$ cat src/rtl/amo_sequencer_if.sv
// amo_sequencer_if
// Bundles the execute-side request, the memory-access queue port, and the
// writeback/exception outputs of amo_sequencer.
//   slave  modport : used by amo_sequencer
//   master modport : used by whoever drives the execute/memory side
// Parameters: ADDR_W (address width), DATA_W (data width, 64 expected).
//
// Handshake semantics (request and memory ports alike): a transfer happens on
// a rising clock edge where valid and ready are both 1. While valid is high,
// the payload stays stable and valid is not withdrawn until that transfer.
// Memory responses and the wb/fault outputs are one-cycle pulses without a
// ready.
interface amo_sequencer_if #(
    parameter int ADDR_W = 64,
    parameter int DATA_W = 64
);
    // Execute-stage request
    logic              i_req_valid;
    logic              o_req_ready;
    logic [3:0]        i_op;
    logic              i_rv32;
    logic [ADDR_W-1:0] i_addr;
    logic [DATA_W-1:0] i_rs2;
    logic [5:0]        i_waddr;
    // Memory-access queue
    logic              o_mem_valid;
    logic              i_mem_ready;
    logic              o_mem_write;
    logic [1:0]        o_mem_size;
    logic [ADDR_W-1:0] o_mem_addr;
    logic [DATA_W-1:0] o_mem_wdata;
    logic              i_mem_resp_valid;
    logic [DATA_W-1:0] i_mem_resp_data;
    logic              i_mem_resp_fault;
    // Writeback / exception
    logic              o_wb_valid;
    logic [5:0]        o_wb_addr;
    logic [DATA_W-1:0] o_wb_data;
    logic              o_fault;
    logic [1:0]        o_fault_code;
    logic [ADDR_W-1:0] o_fault_addr;
    logic              o_busy;

    modport slave (
        input  i_req_valid, i_op, i_rv32, i_addr, i_rs2, i_waddr,
        input  i_mem_ready, i_mem_resp_valid, i_mem_resp_data, i_mem_resp_fault,
        output o_req_ready, o_mem_valid, o_mem_write, o_mem_size, o_mem_addr,
        output o_mem_wdata, o_wb_valid, o_wb_addr, o_wb_data, o_fault,
        output o_fault_code, o_fault_addr, o_busy
    );

    modport master (
        output i_req_valid, i_op, i_rv32, i_addr, i_rs2, i_waddr,
        output i_mem_ready, i_mem_resp_valid, i_mem_resp_data, i_mem_resp_fault,
        input  o_req_ready, o_mem_valid, o_mem_write, o_mem_size, o_mem_addr,
        input  o_mem_wdata, o_wb_valid, o_wb_addr, o_wb_data, o_fault,
        input  o_fault_code, o_fault_addr, o_busy
    );
endinterface

$ cat src/rtl/amo_sequencer.sv
// amo_sequencer
// Multi-cycle sequencer for RISC-V AMO*.W / AMO*.D: load, modify, store, then
// return the original memory value for writeback. One AMO in flight at most.
// Ports:
//   i_clk, i_nrst : clock, asynchronous active-low reset
//   bus           : amo_sequencer_if.slave (request, memory port, wb/fault)
//   o_dbg_state   : current FSM state (state_t encoding)
// Optional feature: define RIVER_AMO_MINMAX_EN to support MIN/MAX/MINU/MAXU
// (ops 5-8). Without it those ops fault as illegal and the comparators are
// not built.
module amo_sequencer #(
    parameter int ADDR_W = 64,
    parameter int DATA_W = 64
) (
    input  logic                 i_clk,
    input  logic                 i_nrst,
    amo_sequencer_if.slave       bus,
    output logic [2:0]           o_dbg_state
);
    typedef enum logic [2:0] {
        ST_IDLE       = 3'd0,
        ST_READ       = 3'd1,
        ST_WAIT_READ  = 3'd2,
        ST_MODIFY     = 3'd3,
        ST_WRITE      = 3'd4,
        ST_WAIT_WRITE = 3'd5,
        ST_DONE       = 3'd6
    } state_t;

`ifdef RIVER_AMO_MINMAX_EN
    localparam logic [3:0] MAX_OP = 4'd8;
`else
    localparam logic [3:0] MAX_OP = 4'd4;
`endif

    state_t            state, state_nxt;
    logic [3:0]        op_q;
    logic              rv32_q;
    logic [ADDR_W-1:0] addr_q;
    logic [DATA_W-1:0] rs2_q;
    logic [5:0]        waddr_q;
    logic [DATA_W-1:0] mem_q;
    logic [DATA_W-1:0] wdata_q;
    logic              fault_q;
    logic [1:0]        fault_code_q;

    logic              misaligned;
    logic              illegal;
    logic [DATA_W-1:0] opa, opb, res, mem_sext;

    assign misaligned = bus.i_rv32 ? (bus.i_addr[1:0] != 2'b00)
                                   : (bus.i_addr[2:0] != 3'b000);
    assign illegal    = bus.i_op > MAX_OP;

    // State register
    always_ff @(posedge i_clk or negedge i_nrst) begin
        if (!i_nrst) state <= ST_IDLE;
        else         state <= state_nxt;
    end

    // Next-state logic
    always_comb begin
        state_nxt = state;
        case (state)
            ST_IDLE:       if (bus.i_req_valid)
                               state_nxt = (misaligned || illegal) ? ST_DONE : ST_READ;
            ST_READ:       if (bus.i_mem_ready) state_nxt = ST_WAIT_READ;
            ST_WAIT_READ:  if (bus.i_mem_resp_valid)
                               state_nxt = bus.i_mem_resp_fault ? ST_DONE : ST_MODIFY;
            ST_MODIFY:     state_nxt = ST_WRITE;
            ST_WRITE:      if (bus.i_mem_ready) state_nxt = ST_WAIT_WRITE;
            ST_WAIT_WRITE: if (bus.i_mem_resp_valid) state_nxt = ST_DONE;
            ST_DONE:       state_nxt = ST_IDLE;
            default:       state_nxt = ST_IDLE;
        endcase
    end

    // ALU. .W operands are zero-extended words, so the low 32 bits of res are
    // the .W result and ADD wraps correctly once the upper half is dropped.
`ifdef RIVER_AMO_MINMAX_EN
    logic [DATA_W-1:0] opa_s, opb_s;
    logic              lt_s, lt_u;
`endif
    always_comb begin
        opa = rv32_q ? {{(DATA_W-32){1'b0}}, mem_q[31:0]} : mem_q;
        opb = rv32_q ? {{(DATA_W-32){1'b0}}, rs2_q[31:0]} : rs2_q;
`ifdef RIVER_AMO_MINMAX_EN
        // Sign-extended copies let one signed comparator serve both widths.
        opa_s = rv32_q ? {{(DATA_W-32){mem_q[31]}}, mem_q[31:0]} : mem_q;
        opb_s = rv32_q ? {{(DATA_W-32){rs2_q[31]}}, rs2_q[31:0]} : rs2_q;
        lt_s  = $signed(opa_s) < $signed(opb_s);
        lt_u  = opa < opb;
`endif
        case (op_q)
            4'd0:    res = opb;
            4'd1:    res = opa + opb;
            4'd2:    res = opa ^ opb;
            4'd3:    res = opa & opb;
            4'd4:    res = opa | opb;
`ifdef RIVER_AMO_MINMAX_EN
            4'd5:    res = lt_s ? opa : opb;
            4'd6:    res = lt_s ? opb : opa;
            4'd7:    res = lt_u ? opa : opb;
            4'd8:    res = lt_u ? opb : opa;
`endif
            default: res = '0;
        endcase
    end

    // Latched request fields, load data, store data and pending fault
    always_ff @(posedge i_clk or negedge i_nrst) begin
        if (!i_nrst) begin
            op_q         <= '0;
            rv32_q       <= 1'b0;
            addr_q       <= '0;
            rs2_q        <= '0;
            waddr_q      <= '0;
            mem_q        <= '0;
            wdata_q      <= '0;
            fault_q      <= 1'b0;
            fault_code_q <= 2'd0;
        end else begin
            case (state)
                ST_IDLE: if (bus.i_req_valid) begin
                    op_q         <= bus.i_op;
                    rv32_q       <= bus.i_rv32;
                    addr_q       <= bus.i_addr;
                    rs2_q        <= bus.i_rs2;
                    waddr_q      <= bus.i_waddr;
                    fault_q      <= misaligned || illegal;
                    // Misalignment wins when a request is both.
                    fault_code_q <= misaligned ? 2'd2 : 2'd3;
                end
                ST_WAIT_READ: if (bus.i_mem_resp_valid) begin
                    mem_q <= bus.i_mem_resp_data;
                    if (bus.i_mem_resp_fault) begin
                        fault_q      <= 1'b1;
                        fault_code_q <= 2'd0;
                    end
                end
                ST_MODIFY:
                    wdata_q <= rv32_q ? {{(DATA_W-32){1'b0}}, res[31:0]} : res;
                ST_WAIT_WRITE: if (bus.i_mem_resp_valid && bus.i_mem_resp_fault) begin
                    fault_q      <= 1'b1;
                    fault_code_q <= 2'd1;
                end
                default: ;
            endcase
        end
    end

    // Outputs decode from registered state only; payloads are zero unless
    // their valid is high, so everything reads 0 in reset.
    assign mem_sext        = rv32_q ? {{(DATA_W-32){mem_q[31]}}, mem_q[31:0]} : mem_q;
    assign bus.o_req_ready = (state == ST_IDLE);
    assign bus.o_busy      = (state != ST_IDLE);
    assign bus.o_mem_valid = (state == ST_READ) || (state == ST_WRITE);
    assign bus.o_mem_write = (state == ST_WRITE);
    assign bus.o_mem_size  = bus.o_mem_valid ? (rv32_q ? 2'd2 : 2'd3) : 2'd0;
    assign bus.o_mem_addr  = bus.o_mem_valid ? addr_q : '0;
    assign bus.o_mem_wdata = (state == ST_WRITE) ? wdata_q : '0;
    assign bus.o_wb_valid  = (state == ST_DONE) && !fault_q && (waddr_q != 6'd0);
    assign bus.o_wb_addr   = bus.o_wb_valid ? waddr_q : 6'd0;
    assign bus.o_wb_data   = bus.o_wb_valid ? mem_sext : '0;
    assign bus.o_fault      = (state == ST_DONE) && fault_q;
    assign bus.o_fault_code = bus.o_fault ? fault_code_q : 2'd0;
    assign bus.o_fault_addr = bus.o_fault ? addr_q : '0;
    assign o_dbg_state      = state;
endmodule

$ cat src/flat_wrapper.sv
// flat-port wrapper written by rule: the top's interface ports become plain ports
module amo_sequencer_flat 
#(
    parameter int ADDR_W = 64,
    parameter int DATA_W = 64
)
  (i_clk, i_nrst, o_dbg_state, bus_i_req_valid, bus_i_op, bus_i_rv32, bus_i_addr, bus_i_rs2, bus_i_waddr, bus_i_mem_ready, bus_i_mem_resp_valid, bus_i_mem_resp_data, bus_i_mem_resp_fault, bus_o_req_ready, bus_o_mem_valid, bus_o_mem_write, bus_o_mem_size, bus_o_mem_addr, bus_o_mem_wdata, bus_o_wb_valid, bus_o_wb_addr, bus_o_wb_data, bus_o_fault, bus_o_fault_code, bus_o_fault_addr, bus_o_busy);
  amo_sequencer_if #(.ADDR_W(ADDR_W), .DATA_W(DATA_W)) bus_i ();
  input  logic i_clk;
  input  logic i_nrst;
  output logic [2:0] o_dbg_state;
  input wire logic [$bits(bus_i.i_req_valid)-1:0] bus_i_req_valid;
  input wire logic [$bits(bus_i.i_op)-1:0] bus_i_op;
  input wire logic [$bits(bus_i.i_rv32)-1:0] bus_i_rv32;
  input wire logic [$bits(bus_i.i_addr)-1:0] bus_i_addr;
  input wire logic [$bits(bus_i.i_rs2)-1:0] bus_i_rs2;
  input wire logic [$bits(bus_i.i_waddr)-1:0] bus_i_waddr;
  input wire logic [$bits(bus_i.i_mem_ready)-1:0] bus_i_mem_ready;
  input wire logic [$bits(bus_i.i_mem_resp_valid)-1:0] bus_i_mem_resp_valid;
  input wire logic [$bits(bus_i.i_mem_resp_data)-1:0] bus_i_mem_resp_data;
  input wire logic [$bits(bus_i.i_mem_resp_fault)-1:0] bus_i_mem_resp_fault;
  output wire logic [$bits(bus_i.o_req_ready)-1:0] bus_o_req_ready;
  output wire logic [$bits(bus_i.o_mem_valid)-1:0] bus_o_mem_valid;
  output wire logic [$bits(bus_i.o_mem_write)-1:0] bus_o_mem_write;
  output wire logic [$bits(bus_i.o_mem_size)-1:0] bus_o_mem_size;
  output wire logic [$bits(bus_i.o_mem_addr)-1:0] bus_o_mem_addr;
  output wire logic [$bits(bus_i.o_mem_wdata)-1:0] bus_o_mem_wdata;
  output wire logic [$bits(bus_i.o_wb_valid)-1:0] bus_o_wb_valid;
  output wire logic [$bits(bus_i.o_wb_addr)-1:0] bus_o_wb_addr;
  output wire logic [$bits(bus_i.o_wb_data)-1:0] bus_o_wb_data;
  output wire logic [$bits(bus_i.o_fault)-1:0] bus_o_fault;
  output wire logic [$bits(bus_i.o_fault_code)-1:0] bus_o_fault_code;
  output wire logic [$bits(bus_i.o_fault_addr)-1:0] bus_o_fault_addr;
  output wire logic [$bits(bus_i.o_busy)-1:0] bus_o_busy;
  assign bus_i.i_req_valid = bus_i_req_valid;
  assign bus_i.i_op = bus_i_op;
  assign bus_i.i_rv32 = bus_i_rv32;
  assign bus_i.i_addr = bus_i_addr;
  assign bus_i.i_rs2 = bus_i_rs2;
  assign bus_i.i_waddr = bus_i_waddr;
  assign bus_i.i_mem_ready = bus_i_mem_ready;
  assign bus_i.i_mem_resp_valid = bus_i_mem_resp_valid;
  assign bus_i.i_mem_resp_data = bus_i_mem_resp_data;
  assign bus_i.i_mem_resp_fault = bus_i_mem_resp_fault;
  assign bus_o_req_ready = bus_i.o_req_ready;
  assign bus_o_mem_valid = bus_i.o_mem_valid;
  assign bus_o_mem_write = bus_i.o_mem_write;
  assign bus_o_mem_size = bus_i.o_mem_size;
  assign bus_o_mem_addr = bus_i.o_mem_addr;
  assign bus_o_mem_wdata = bus_i.o_mem_wdata;
  assign bus_o_wb_valid = bus_i.o_wb_valid;
  assign bus_o_wb_addr = bus_i.o_wb_addr;
  assign bus_o_wb_data = bus_i.o_wb_data;
  assign bus_o_fault = bus_i.o_fault;
  assign bus_o_fault_code = bus_i.o_fault_code;
  assign bus_o_fault_addr = bus_i.o_fault_addr;
  assign bus_o_busy = bus_i.o_busy;
  amo_sequencer #(.ADDR_W(ADDR_W), .DATA_W(DATA_W)) u_core (.i_clk(i_clk), .i_nrst(i_nrst), .bus(bus_i), .o_dbg_state(o_dbg_state));
endmodule
$ cat config.mk
export PLATFORM = sky130hd
export DESIGN_NAME = amo_sequencer_flat
export DESIGN_NICKNAME = d
export VERILOG_FILES = /design/src/rtl/amo_sequencer_if.sv /design/src/rtl/amo_sequencer.sv /design/src/flat_wrapper.sv
export SDC_FILE = /design/constraint.sdc
export NUM_CORES = 1
export LEC_CHECK = 0
export BUFFER_PORTS_ARGS = -buffer_cell sky130_fd_sc_hd__buf_2
export CORE_ASPECT_RATIO = 1.75
export CORE_MARGIN = 2
export CORE_UTILIZATION = 50
export DETAILED_ROUTE_END_ITERATION = 7
export PLACE_DENSITY = 0.81
export SLEW_MARGIN = 20
export SYNTH_ARGS = -nofsm -noshare
export SYNTH_HDL_FRONTEND = slang
export SYNTH_SLANG_ARGS = --single-unit
$ cat constraint.sdc
create_clock -name i_clk -period 9.8 [get_ports i_clk]
set_input_delay 1.47 -clock i_clk [delete_from_list [all_inputs] [get_ports i_clk]]
set_output_delay 1.47 -clock i_clk [all_outputs]
set_load 0.005 [all_outputs]
After elaboration in Yosys (flattened, before gate mapping)
Cells that the tools add are included.
{ "totals": {"mem_bits_ro": 0, "n_memories": 0, "inputBits": 209, "ram_bits": 0, "latchBits": 0, "wordCells": 83, "regBits": 273} }
{ "op_classes": {"eq_ne": 17, "multipliers": 0, "n_mux": 33, "reduce_logical": 18, "shifts": 0, "addsub": 1, "order_cmp": 1, "div_mod_pow": 0, "bitwise": 3} }
{ "op_table": {"columns": ["cell", "n"], "rows": [
  ["$mux 64", 8],
  ["$pmux 64 s5", 1],
  ["$add 64x64->64", 1],
  ["$and 64x64->64", 1],
  ["$or 64x64->64", 1],
  ["$xor 64x64->64", 1],
  ["$mux 3", 7],
  ["$pmux 3 s6", 1],
  ["$mux 2", 6],
  ["$ne 2x2->1 const B", 6],
  ["$reduce_and 5->1", 2],
  ["$eq 3x3->1 const B", 3],
  ["$reduce_bool 3->1", 3],
  ["$eq 4x2->1 const B", 2],
  ["$mux 1", 7],
  ["$eq 3x2->1 const B", 2],
  ["$mux 6", 1],
  ["$pmux 2 s3", 1],
  ["$reduce_bool 6->1", 1],
  ["$eq 4x1->1 const B", 1],
  ["$eq 4x3->1 const B", 1],
  ["$gt 4x3->1 const B", 1],
  ["$logic_and 1x1->1", 4],
  ["$logic_not 4->1", 1],
  ["8 further kinds", 10]
]} }

Logic depth before layout (Yosys ltp)
{ "logic_depth": {"ltp_word": 6, "ltp_mapped": 15, "ltp_nobuf": 13} }

Least setup slack after synthesis
Ideal clock, no wire load.
{ "synth_timing": {"path_type": "register -> register", "from": "register u_core.rv32_q", "to": "register u_core.wdata_q[56]", "t_required_ns": 9.662, "synth_period_minus_slack_ns": 3.451, "stages_incl_launch_ff": 15, "arrival_ns": 3.314, "setup_ns": 0.138, "setup_slack_ns": 6.349, "cell_sequence": "dfrtp_1 -> clkbuf_1 -> clkbuf_1 -> nand2b_1 -> inv_1 -> ha_1 -> nand2_2 -> or4_4 -> or3_1 -> a21o_1 -> or3b_1 -> a41oi_2 -> o31ai_2 -> xnor2_1 -> o221ai_2"} }
{ "synth_between": {"elab_chain_len": 4} }
{ "synth_lines": {"columns": ["item", "line", "text"], "rows": [
  ["from (decl)", "amo_sequencer.sv:38", "logic rv32_q;"],
  ["from (signal assigned)", "amo_sequencer.sv:126", "rv32_q <= bus.i_rv32;"],
  ["$mux 64 (on tied branches)", "amo_sequencer.sv:85, amo_sequencer.sv:86", null],
  ["$add 64x64->64 (tied with other cells)", "amo_sequencer.sv:96", "4'd1: res = opa + opb;"],
  ["$pmux 64 s5", "amo_sequencer.sv:94", "case (op_q)"],
  ["$mux 64 *", "amo_sequencer.sv:142", "wdata_q <= rv32_q ? {{(DATA_W-32){1'b0}}, res[31:0]} : res;"],
  ["to (signal assigned)", "amo_sequencer.sv:142", null],
  ["to (decl)", "amo_sequencer.sv:43", "logic [DATA_W-1:0] wdata_q;"]
]} }
Every way passes the cells marked *; elsewhere a longest branch is shown, timed or not.
A chain may end at the register's enable or synchronous reset.

Worst setup path in the final report
{ "layout_timing": {"from": "register u_core.state[1] (netlist: u_core.o_dbg_state[1])", "to": "output port bus_o_wb_data[33]"} }
{ "layout_between": {"elab_chain_len": 4} }
{ "layout_lines": {"columns": ["item", "line", "text"], "rows": [
  ["from (decl)", "amo_sequencer.sv:36", "state_t state, state_nxt;"],
  ["from (signal assigned)", "amo_sequencer.sv:58", "else state <= state_nxt;"],
  ["$eq 3x3->1", "amo_sequencer.sv:162", "assign bus.o_wb_valid = (state == ST_DONE) && !fault_q && (waddr_q != 6'd0);"],
  ["$logic_and 1x1->1 (2 in a row)", "amo_sequencer.sv:162", null],
  ["$mux 64", "amo_sequencer.sv:164", "assign bus.o_wb_data = bus.o_wb_valid ? mem_sext : '0;"],
  ["to (decl)", "flat_wrapper.sv:30", "output wire logic [$bits(bus_i.o_wb_data)-1:0] bus_o_wb_data;"]
]} }
No other way between the ends.

==> metrics.cfg <==
[outcome]
status = complete, no violations

[grt]
grtUsageTotal = 0.348
grt_pass1_vias = 18200
antenna_found_initial = 13
grt_pass1_wl_mm = 105
grt_max_degree = 97
grt_overflow_total = 0

[cells_and_area]
fin_area_um2 = 22500
drive_above_1_share = 0.284
multi_input_area_um2 = 10800
regArea_um2 = 6830
nFillCells = 3262
nets = 2876
area_growth_pct = 20.0

[timing]
period_share = 0.465
worstMarginPinSlew_ps = 1140
hold_viol = 0
setup_viol_count_final = 0
slew_viol_final = 0
period_minus_slack_ps = 4560
rsz0062_at_grt = false
fmax_mhz = 219
final.setup_skew_ps = 13.0
maxSlewHeadroom = 0.240
setup_tns_ps = 0

[power]
leakage_nw = 11.3
pwr-share-comb = 0.581
power_switching_mw = 3.68
p_int_mw = 4.10
clock_power_share = 0.155
pwr-share-seq = 0.265
swShare = 0.473
ir_drop_v = 0.000204
powerDensity_nw_per_um2 = 346

[detailed_routing]
met2WireLength_mm = 35.3
avgRoutedWirePerCell_um = 22.9
wl_met1_mm = 25.2
vias = 18300
routed_wl_mm = 69.6
highest_layer = met5
wl_met3_mm = 5.45
drc = 0
ant_nets = 0
avgViaCountPerCell = 6.00
drtIter0Drc = 1440
drtPass1Iterations = 6

[synthesis]
synth_ff_type = dfrtp_1
ys_types = 74
synthCells = 2151
synth_area_per_cell_um2 = 8.72
async_flop_share = 1.00
synth_edf_count = 0
ys_seq_area_frac = 0.364
yosys_warnings = 0
ys_ff_latch = 273
synth_area_um2 = 18800
syn_nets = 2489

[worst_setup_path]
startpoint_type = register
critical-path-slowest-cell = dfrtp_1
slowest_delay_ps = 730
endpoint_kind = output port
crit_required_ps = 8330
arrival_ps = 3090
cp_max_fo = 34
crit_path_cell_trace = nand3_1 > a211o_2 > a21oi_1 > buf_2
timing_worst_setup_path_type = reg -> out

[floorplanning]
rows = 93
die_w_um = 150
boundaryPins = 484
start_util = 0.509
fp.dieH_um = 260
dieArea_um2 = 39100
coreArea_um2 = 36900

[placement]
place_area_um2 = 21400
dpl.hpwl_mm = 51.9
place.gp.congestion = 1.01
io_buffers = 483

[clock_network]
post_cts_buffers = 0
cts_made_buffers = 29
clock_sinks = 273
clkTransAtPathRegs_ps = 60
cts-htree-levels = 1
root_buffer = clkbuf_16
post_cts_resized = 0
cts_buffer_depth = 3
cts_hold_buf = 0
insertion_delay_ps = 580
tritoncts = built

[flow_run]
maxCapViolations = 0

[worst_hold_path]
hold_class = reg -> reg

==> metrics by stage <==
step           total power, mW   util  cells  worst slack, ps  hold WS (ps)
4_1_cts                   7.67  0.608   3033             5250           478
5_1_grt                   8.27  0.610   3045             5130           495
2_1_floorplan             4.96      -   2151             6350           441
6_report                  7.78  0.610   3046             5240           473
3_3_place_gp              6.32  0.581   2980             5880           455
3_5_place_dp              6.44  0.581   2980             5880           462
==> flip-flops by register name (all words and copies together) (netlist names) <==
name / flops
u_core.addr_q: 64
u_core.mem_q: 64
u_core.rs2_q: 64
u_core.wdata_q: 64
u_core.waddr_q: 6
u_core.op_q: 4
u_core.o_dbg_state: 3
u_core.fault_code_q: 2
u_core.fault_q: 1
u_core.rv32_q: 1
==> final timing paths <==
kind	slack, ps	startpoint	end	cells past startpoint
setup / recovery	5240	u_core.o_dbg_state[1]	bus_o_wb_data[33]	4
hold reg to reg	470	u_core.fault_code_q[0]	u_core.fault_code_q[0]	2
hold / removal	470	u_core.fault_code_q[0]	u_core.fault_code_q[0]	2
max in group asynchronous	6620	i_nrst	u_core.wdata_q[1]	3
setup reg to reg	5940	u_core.rv32_q	u_core.wdata_q[56]	13
min in group asynchronous	850	i_nrst	u_core.addr_q[6]	1
==> critical path: cells and delay by family (launching register included) <==
| kind | cells | cell delay [ps] |
|---|---|---|
| AOI/OAI and AO/OA | 2 | 1260 |
| buffers and inverters | 1 | 230 |
| DFF | 1 | 730 |
| and+or+nand+nor | 1 | 290 |
==> cells in the mapped netlist, drive strengths merged (3+ instances only) <==
cell,instances,area share
mux2,139,0.083
or3,5,0.0017
clkbuf,127,0.025
o21bai,15,0.0060
nor4b,3,0.0014
a21o,24,0.0096
o31ai,15,0.0065
a21oi,138,0.037
o41ai,3,0.0022
ha,128,0.085
xnor2,19,0.0089
o21ai,152,0.041
xor2,18,0.0084
mux2i,4,0.0021
a211o,3,0.0014
o211ai,8,0.0032
nand3b,5,0.0020
a221o,8,0.0043
nand4,22,0.0073
buf,24,0.0053
nor2b,15,0.0050
dfrtp,273,0.36
nand2b,62,0.021
nand3,19,0.0053
nor4,6,0.0020
o22ai,42,0.014
inv,151,0.030
a22o,8,0.0037
a31oi,7,0.0023
o221ai,25,0.012
nor2,125,0.025
a21boi,8,0.0032
nand2,205,0.041
and3,7,0.0023
o21a,10,0.0040
a221oi,66,0.031
o311ai,4,0.0019
and2,201,0.067
a211oi,4,0.0016
nor3,22,0.0059
nor3b,6,0.0024
==> cells by family (layout without fill, tap and decap cells) <==
logic type / Yosys count / count (layout) / synth area share
simple gates: 713 / 713 / 0.194
compound gates: 554 / 554 / 0.191
buf+inv: 302 / 711 / 0.0610
flops: 273 / 273 / 0.364
mux: 143 / 143 / 0.0856
fa+ha+maj: 129 / 129 / 0.0864
xor+xnor: 37 / 37 / 0.0173
other cells: 0 / 11 / 0
==> cell type report <==
| type | instances | share of cell area |
|---|---|---|
| Clock buffer | 32 | 0.0336 |
| Antenna cell | 11 | 0.00122 |
| Sequential cell | 273 | 0.304 |
| Multi-Input combinational cell | 1576 | 0.481 |
| Timing Repair Buffer | 507 | 0.117 |
| Tap cell | 475 | 0.0264 |
| Inverter | 151 | 0.0252 |
| Clock inverter | 21 | 0.0115 |
==> metal layers <==
layer | vias to the layer above | global-route usage
li1 | 8261 | -
met1 | 8810 | 0.406
met2 | 981 | 0.618
met3 | 218 | 0.0530
met4 | 4 | 0.164
met5 | - | 0
==> power by group through the flow <==
stage / sequential (mW) / combinational [mW] / clock [mW]
floorplan: 1.87 / 3.09 / 0
global placement: 2.03 / 4.29 / 0
detailed placement: 2.06 / 4.38 / 0
CTS: 2.05 / 4.42 / 1.21
global route: 2.11 / 4.90 / 1.26
finish: 2.06 / 4.52 / 1.20
==> layout by cell type, fill, tap and decap left out, types with 5 or more instances in the layout <==
cell type / count
xnor2_1: 19
xor2_1: 18
a22o_1: 8
clkinvlp_4: 5
nor4_1: 6
nor3b_1: 5
o221ai_1: 24
buf_2: 482
a221oi_1: 66
a21o_1: 24
a21oi_1: 138
nand2_1: 203
a21boi_0: 8
o21bai_1: 15
o22ai_1: 42
dfrtp_1: 272
a221o_1: 8
and2_1: 200
nor3_1: 20
inv_1: 151
clkinv_2: 7
nor2_1: 122
and3_1: 5
bufinv_16: 5
a31oi_1: 7
nor2b_1: 15
nand3_1: 17
clkbuf_16: 29
nand3b_1: 5
nand4_1: 22
mux2_2: 139
buf_4: 22
nand2b_1: 62
o21ai_0: 148
o31ai_1: 13
or3_1: 5
o21a_1: 10
ha_1: 128
diode_2: 11
o211ai_1: 8
No activity file was read; power rests on OpenSTA's default activity.
